### src/rtl/seg_pkg.sv
// Shared seven-segment display constants: active-low glyphs (gfedcba, bit 0 = a)
// and the all-off patterns for cathodes and anodes.
package seg_pkg;

  typedef logic [3:0] hexDigit_t;
  typedef logic [6:0] segPattern_t;

  localparam segPattern_t SEG_OFF = 7'b1111111;
  localparam logic [3:0]  AN_OFF  = 4'b1111;

  // Entry n is the glyph for hex value n; the highest entry is listed first.
  localparam logic [15:0][6:0] SEG_PATTERNS = {
    7'b0001110,  // F
    7'b0000110,  // E
    7'b0100001,  // d
    7'b1000110,  // C
    7'b0000011,  // b
    7'b0001000,  // A
    7'b0010000,  // 9
    7'b0000000,  // 8
    7'b1111000,  // 7
    7'b0000010,  // 6
    7'b0010010,  // 5
    7'b0011001,  // 4
    7'b0110000,  // 3
    7'b0100100,  // 2
    7'b1111001,  // 1
    7'b1000000   // 0
  };

  // Slot 0 is the leftmost digit, which sits on the most significant anode bit.
  function automatic logic [3:0] anFor(input logic [1:0] slot);
    return ~(4'b1000 >> slot);
  endfunction

endpackage

### src/rtl/hex_to_seg.sv
// Combinational hex-to-glyph decoder shared by every hex display in the core.
module hex_to_seg
  import seg_pkg::*;
(
  input  logic [3:0] hex,
  output logic [6:0] pattern
);

  assign pattern = SEG_PATTERNS[hex];

endmodule

### src/rtl/seg_scan_driver.sv
// Four-digit multiplexed seven-segment driver with frame-atomic input snapshots,
// per-slot anti-ghosting blanking and optional leading-zero suppression.
module seg_scan_driver
  import seg_pkg::*;
#(
  parameter int REFRESH_DIV  = 50000,
  parameter int BLANK_CYCLES = 500
) (
  input  logic       clock,
  input  logic       reset,
  input  logic [3:0] faA,
  input  logic [3:0] faB,
  input  logic [3:0] faC,
  input  logic [3:0] faD,
  input  logic       blank_lz,
  output logic [3:0] an,
  output logic [6:0] seg,
  output logic       frame_tick
);

  localparam int CW = (REFRESH_DIV > 2) ? $clog2(REFRESH_DIV) : 1;

  logic [CW-1:0] cntReg;
  logic [1:0]    idxReg;
  hexDigit_t     snapReg [4];
  logic          snapLzReg;
  logic [3:0]    anReg;
  logic [6:0]    segReg;

  logic          lastCnt;
  logic          frameEnd;
  logic          inBlank;
  logic [3:0]    leadBlank;
  logic [6:0]    rawSeg   [4];
  logic [6:0]    digitSeg [4];
  logic [3:0]    anNext;
  logic [6:0]    segNext;

  assign lastCnt  = (cntReg == CW'(REFRESH_DIV - 1));
  assign frameEnd = lastCnt && (idxReg == 2'd3);

  generate
    if (BLANK_CYCLES == 0) begin : gNoBlank
      assign inBlank = 1'b0;
    end else begin : gBlank
      assign inBlank = (cntReg < CW'(BLANK_CYCLES));
    end
  endgenerate

  // A zero is only "leading" while every digit to its left is also zero.
  always_comb begin
    leadBlank    = 4'b0000;
    leadBlank[0] = snapLzReg && (snapReg[0] == 4'd0);
    leadBlank[1] = leadBlank[0] && (snapReg[1] == 4'd0);
    leadBlank[2] = leadBlank[1] && (snapReg[2] == 4'd0);
  end

  genvar gi;
  generate
    for (gi = 0; gi < 4; gi++) begin : gDigit
      hex_to_seg uDecode (
        .hex     (snapReg[gi]),
        .pattern (rawSeg[gi])
      );
      assign digitSeg[gi] = leadBlank[gi] ? SEG_OFF : rawSeg[gi];
    end
  endgenerate

  always_comb begin
    anNext  = AN_OFF;
    segNext = SEG_OFF;
    if (!inBlank) begin
      anNext  = anFor(idxReg);
      segNext = digitSeg[idxReg];
    end
  end

  always_ff @(posedge clock) begin
    if (!reset) begin
      cntReg    <= '0;
      idxReg    <= 2'd0;
      snapReg   <= '{default: 4'd0};
      snapLzReg <= 1'b0;
      anReg     <= AN_OFF;
      segReg    <= SEG_OFF;
    end else begin
      cntReg <= lastCnt ? '0 : cntReg + CW'(1);
      if (lastCnt) begin
        idxReg <= idxReg + 2'd1;
      end
      // Capture on the last cycle of slot D so the next frame is coherent.
      if (frameEnd) begin
        snapReg[0] <= faA;
        snapReg[1] <= faB;
        snapReg[2] <= faC;
        snapReg[3] <= faD;
        snapLzReg  <= blank_lz;
      end
      anReg  <= anNext;
      segReg <= segNext;
    end
  end

  assign an         = anReg;
  assign seg        = segReg;
  assign frame_tick = reset && frameEnd;

endmodule

### config.mk
export PLATFORM = sky130hd
export DESIGN_NAME = seg_scan_driver
export DESIGN_NICKNAME = d
export VERILOG_FILES = /design/src/rtl/seg_pkg.sv /design/src/rtl/hex_to_seg.sv /design/src/rtl/seg_scan_driver.sv
export SDC_FILE = /design/constraint.sdc
export NUM_CORES = 1
export LEC_CHECK = 0
export CAP_MARGIN = 20
export CORE_UTILIZATION = 60
export DETAILED_ROUTE_END_ITERATION = 6
export PLACE_DENSITY = 0.83
export SYNTH_ARGS = -nofsm -noshare
export SYNTH_HDL_FRONTEND = slang
export SYNTH_HIERARCHICAL = 1
export SYNTH_SLANG_ARGS = --single-unit
### constraint.sdc
create_clock -name clock -period 4 [get_ports clock]
set_input_delay 0.4 -clock clock [delete_from_list [all_inputs] [get_ports clock]]
set_output_delay 0.4 -clock clock [all_outputs]
set_load 0.02 [all_outputs]
==> impl_metrics.yaml, run 1 <==
setup_path:
  cp_max_fo: 25
  cp.required_ns: 3.60
  end_kind: "primary output"
  arrival_ns: 2.27
  startpoint_type: "register"
  crit_type: "register to primary output"
synth:
  synth_top_cell_by_area: "dfxtp_1"
  syn_area_mm2: 0.003228
  synthFlopType: "dfxtp_1"
  synth_top_area_share_pct: 28.53
  synth-edff-count: 0
  netlist_instances: 384
  synthDistinctLibCells: 44
  yosys-top-cells-area: "dfxtp_1 (29%), ha_1 (13%), nor2_1 (5.6%), a21oi_1 (5.4%), mux2i_1 (5.0%)"
  ys_top_cells_by_count: "nor2_1 (48), dfxtp_1 (46), a21oi_1 (35), ha_1 (33)"
  yosysSeqAreaShare_pct: 28.53
  async_reset_ff_share_pct: 0
  avgSynthCellArea_um2: 8.407
  ys_warn_count: 6
  synth.most_common_cell: "nor2_1"
  syn-num-nets: 436
  ys_ff_latch: 46
layout:
  antenna_cells: 0
  areaGrowthSynthToFinish_pct: 10.81
  layout.nets: 451
  fin_cells: 470
  fin_util_pct: 69.60
  drive_above_1_share_pct: 6.000
placement:
  place.gp.congestion: 0.8712
  io_buffer_count: 30
  dp.cells: 462
  hpwl_um: 5035
sta:
  setup_tns_ns: 0
  setup_viol: 0
  min_period_ns: 2.674
  hold_viol_final: 0
  max_slew.worst_pin.slew_ns: 0.9620
  post-route-period-util_pct: 66.84
  rsz0062_at_grt: "false"
  slew_violations: 0
  max_freq_ghz: 0.3740
  relSlewSlack_pct: 35.59
  fin_skew_ns: 0.009051
global_route:
  grt_use_total_pct: 25.54
  grt_start_max_net_pins: 26
  grt-ovfl-total: 0
  antenna_found_initial: 0
  grt_pass1_wl_um: 11040
  first_global_vias: 2502
run_status:
  outcome: "finished, final reports clean"
floorplan:
  start_util_pct: 62.80
  die_w_um: 75.35
  rows: 26
  io_pins: 31
  die_y_um: 75.35
  core_mm2: 0.005140
  die-area_mm2: 0.005678
clocking:
  clk_pin_slew_worst_paths_ns: 0.08
  numCtsBuffers: 5
  post_cts_buffers: 0
  clk_latency_ns: 0.30
  cts_resized: 0
  h-tree-depth: 2
  cts_tree: "built"
  root_buffer: "clkbuf_8"
  clock-sinks: 46
  clockBufferDepth: 2
  hold_buffers: 0
detailed_routing:
  drc: 0
  antenna_left: 0
  first_pass_iters: 4
  viasPerCell: 5.943
  vias: 2793
  drt-wirelength-per-cell_um: 14.53
  drt-total-wl_um: 6831
  drt_iter0_markers: 191
power_and_ir_drop:
  p_leak_nw: 1.222
  ir_worst_vdd_uv: 209.8
  power_density_mw_per_mm2: 215.8
hold_path:
  hold_path.class: "register to register"
run:
  drv_cap: 0
[kinds of logic (layout without fill, tap and decap cells)]
logic type / count (synthesis) / in the layout / synth area share, %
flops: 46 / 46 / 28.53
simple gates: 132 / 132 / 21.98
fa+ha+maj: 33 / 33 / 12.79
buf+inv: 41 / 57 / 6.240
mux: 24 / 24 / 9.612
xor+xnor: 9 / 9 / 2.442
compound gates: 99 / 99 / 18.41
[flip-flops by register name, summed over array words and instances (netlist names)]
register   cells
seg            7
cntReg        16
an             4
snapLzReg      1
snapReg       16
idxReg         2
[final timing paths]
check                           startpoint         end  slack (ns)  depth (start not counted)
worst max-delay path             idxReg[0]  frame_tick        1.33                          4
worst min-delay path             cntReg[0]   cntReg[0]        0.48                          1
worst max register to register   cntReg[0]  cntReg[11]        1.46                          5
worst min register to register   cntReg[0]   cntReg[0]        0.48                          1
[cell type report]
type	count	area, um2
multi-input combinational	297	2106
sequential	46	920.9
tap	70	87.58
clock inverter	3	18.77
inverter	18	67.56
clock buffer	5	68.82
fill	441	1563
timing repair buffer	31	307.8
[stage by stage]
step / hold slack [ns] / cell area (um2) / worst slack (ns) / power, mW
after CTS: 0.4804 / 3577 / 1.338 / 0.7800
final: 0.4804 / 3577 / 1.326 / 0.7720
after detailed placement: 0.4591 / 3490 / 1.471 / 0.5030
after global routing: 0.5235 / 3577 / 1.185 / 0.8009
after floorplan: 0.4370 / 3228 / 1.960 / 0.4828
after global placement: 0.4516 / 3490 / 1.551 / 0.5024
[critical path, stage by stage, from the launching register on]
cell and delay [ns]:
dfxtp_1 0.85, ha_1 0.31, nand3_1 0.09, nor2_1 0.11
clkdlybuf4s50_1 0.62
[cells in the final DEF, fill, tap and decap left out, types with 4 or more instances in the layout]
cell             instances
or4_1                    4
or3_1                    9
nand2_1                 21
nand3_1                 21
mux4_1                   4
mux2i_1                 16
clkbuf_8                 5
o21ai_1                 17
a21oi_1                 35
nor2_1                  48
nor3_1                   5
o31ai_1                  4
ha_1                    33
a31oi_1                  7
a32o_1                   4
xnor2_1                  6
and2b_2                  4
or3b_1                   4
dfxtp_1                 46
clkdlybuf4s50_1         30
inv_1                   17
o21ai_0                 16
a22o_1                   8
mux2_2                   4
a221oi_1                 7
[metal layers]
metal | track usage (%) | share of wire [%]
met1 | 31.27 | 44
met2 | 44.74 | 51
met3 | 5.159 | 4.6
met4 | 8.848 | 1.0
met5 | 0 | 0
[report_power, final]
group,total (mW),switching (mW),internal [mW]
registers,0.463,0.00328,0.460
clock network,0.280,0.157,0.123
logic,0.0291,0.0109,0.0182
total,0.772,0.171,0.601
No activity file was read; power rests on OpenSTA's default activity.
==> inputs of run 2 (changes only) <==
Settings changed: CORE_UTILIZATION 60 to 51, PLACE_DENSITY 0.83 to 0.75.
Clock period 4 ns to 2.2 ns, I/O delays scaled along.
==> run 2 against run 1 <==
  * Register-to-register slack worse by 1.3 ns
  * Global-route usage fell by 2.1 points
  * First-iteration DRC count fell by 18%
  * Combinational power rose by 97%
  * Die area increased by 17%
  * Routed wire length increased by 5.9%
  * Setup slack worse by 1.1 ns
  * Critical path depth is 3 higher
  * Clock power increased by 76%
  * Final cell count up 5.5%
  * Sequential power is 82% higher
  * Largest power group unchanged
==> impl_metrics.yaml, run 2 (synthesized netlist as in run 1, its figures left out) <==
sta:
  fin_skew_ns: 0.006560
  slew_violations: 0
  hold_viol_final: 0
  setup_viol: 0
  max_freq_ghz: 0.4973
  max_slew.worst_pin.slew_ns: 0.5154
  rsz0062_at_grt: "false"
  post-route-period-util_pct: 91.41
  setup_tns_ns: 0
  setup_slack_ns: 0.1890
  relSlewSlack_pct: 65.60
  min_period_ns: 2.011
setup_path:
  startpoint_type: "register"
  arrival_ns: 2.19
  rr_startpoint: "snapReg[5]"
  crit_slowest_cell: "mux4_1"
  end_kind: "register"
  critical_path.cell_chain: "inv_1 > ha_1 > inv_1 > mux4_1 > nor2_1 > a21oi_1 > or3_1"
  cp_max_fo: 7
  cp.required_ns: 2.38
  path_common_cell: "inv_1"
  cp-startpoint: "snapReg[5]"
  crit_type: "register to register"
  crit_path_max_incr_delay_ns: 0.47
clocking:
  root_buffer: "clkbuf_8"
  clk_latency_ns: 0.30
  clockBufferDepth: 2
  h-tree-depth: 2
  numCtsBuffers: 5
  cts_tree: "built"
  clock-sinks: 46
  hold_buffers: 0
  clk_pin_slew_worst_paths_ns: 0.08
global_route:
  grt_pass1_wl_um: 12080
  first_global_vias: 2689
  grt_use_total_pct: 23.45
  grt-ovfl-total: 0
  antenna_found_initial: 0
  grt_start_max_net_pins: 23
layout:
  regArea_um2: 922.1
  fin_util_pct: 62.06
  fin_area_mm2: 0.003740
  multiInputGateArea_mm2: 0.002106
  drive_above_1_share_pct: 10.93
  antenna_cells: 0
  nFillCells: 531
  layout.nets: 473
  areaGrowthSynthToFinish_pct: 15.85
  final_common_cell: "nor2_1"
  final_cell_mix: "nor2_1 (48), dfxtp_1 (45), a21oi_1 (35), ha_1 (33), clkdlybuf4s50_1 (29)"
floorplan:
  die-area_mm2: 0.006652
  rows: 28
  die_w_um: 81.56
  start_util_pct: 53.57
  die_y_um: 81.56
  core_mm2: 0.006026
  io_pins: 31
placement:
  dpl-instance-area_mm2: 0.003661
  hpwl_um: 5459
  pre_cts_ws_ns: 0.1802
  place.gp.congestion: 0.8962
  io_buffer_count: 30
detailed_routing:
  first_pass_iters: 4
  drt-wirelength-per-cell_um: 14.58
  wl_met2_um: 3703
  vias: 2901
  drt-total-wl_um: 7232
  drc: 0
  drt_iter0_markers: 156
  dr_wl_met3_um: 229
  antenna_left: 0
  viasPerCell: 5.849
  highest_layer: "met4"
  met1_length_um: 3233
power_and_ir_drop:
  ir_worst_vdd_uv: 274.8
  power_density_mw_per_mm2: 372.4
  p_leak_nw: 1.334
hold_path:
  hold_path.class: "primary input to register"
  min_from: "faC[3]"
run:
  drv_cap: 0
run_status:
  outcome: "finished, final reports clean"
==> run 2: cell count changes in the layout (fill, tap and decap cells not counted) <==
cell / before / now
dfxtp_2: 0 / 1
clkdlybuf4s50_1: 30 / 29
inv_6: 1 / 0
dfxtp_1: 46 / 45
buf_4: 1 / 23
dlygate4sd2_1: 0 / 1
==> run 2: layout make-up <==
class                           instances  area share (%)
Timing Repair Buffer                   53           12.61
Clock buffer                            5           1.840
Sequential cell                        46           24.66
Tap cell                               75           2.509
Inverter                               18           1.807
Multi-Input combinational cell        297           56.31
Clock inverter                          2          0.2676
==> run 2: routing by layer <==
layer | up-vias | track usage (%)
met5 | - | 0
met4 | 0 | 6.071
met3 | 8 | 3.111
met2 | 57 | 42.67
met1 | 1380 | 28.74
li1 | 1456 | -
==> run 2: where the power goes <==
group          switching [mW]  leakage, nW  internal (mW)
sequential            0.00673        0.372          0.836
clock                   0.279       0.0438          0.214
combinational          0.0210        0.918         0.0364
total                   0.306         1.33           1.09
==> run 2: timing repair <==
action,in CTS,in global routing
resized for setup,1,1
setup buffers,0,0
setup endpoints to repair,1,1
pin swaps,0,0
==> run 2: worst paths after layout <==
kind | to | slack (ns) | depth (start not counted)
worst max-delay path | seg[3] | 0.19 | 7
worst min-delay path | snapReg[7] | 0.48 | 3
worst max register to register | seg[3] | 0.19 | 7
worst min register to register | idxReg[0] | 0.51 | 2
==> run 2: critical path, delay by kind of cell (launching register included) <==
kind / cells / cell delay (ns)
compound gates: 1 / 0.08
fa+ha+maj: 1 / 0.31
buf+inv: 2 / 0.19
flops: 1 / 0.45
mux: 1 / 0.47
simple gates: 2 / 0.40
==> run 2: through the flow <==
| stage | power (mW) | instances | hold WS [ns] |
|---|---|---|---|
| global route | 1.440 | 496 | 0.4859 |
| finish | 1.393 | 496 | 0.4803 |
| global placement | 0.9188 | 489 | 0.4522 |
| CTS | 1.407 | 496 | 0.4796 |
| floorplan | 0.8779 | 384 | 0.3659 |
| detailed placement | 0.9194 | 489 | 0.4959 |
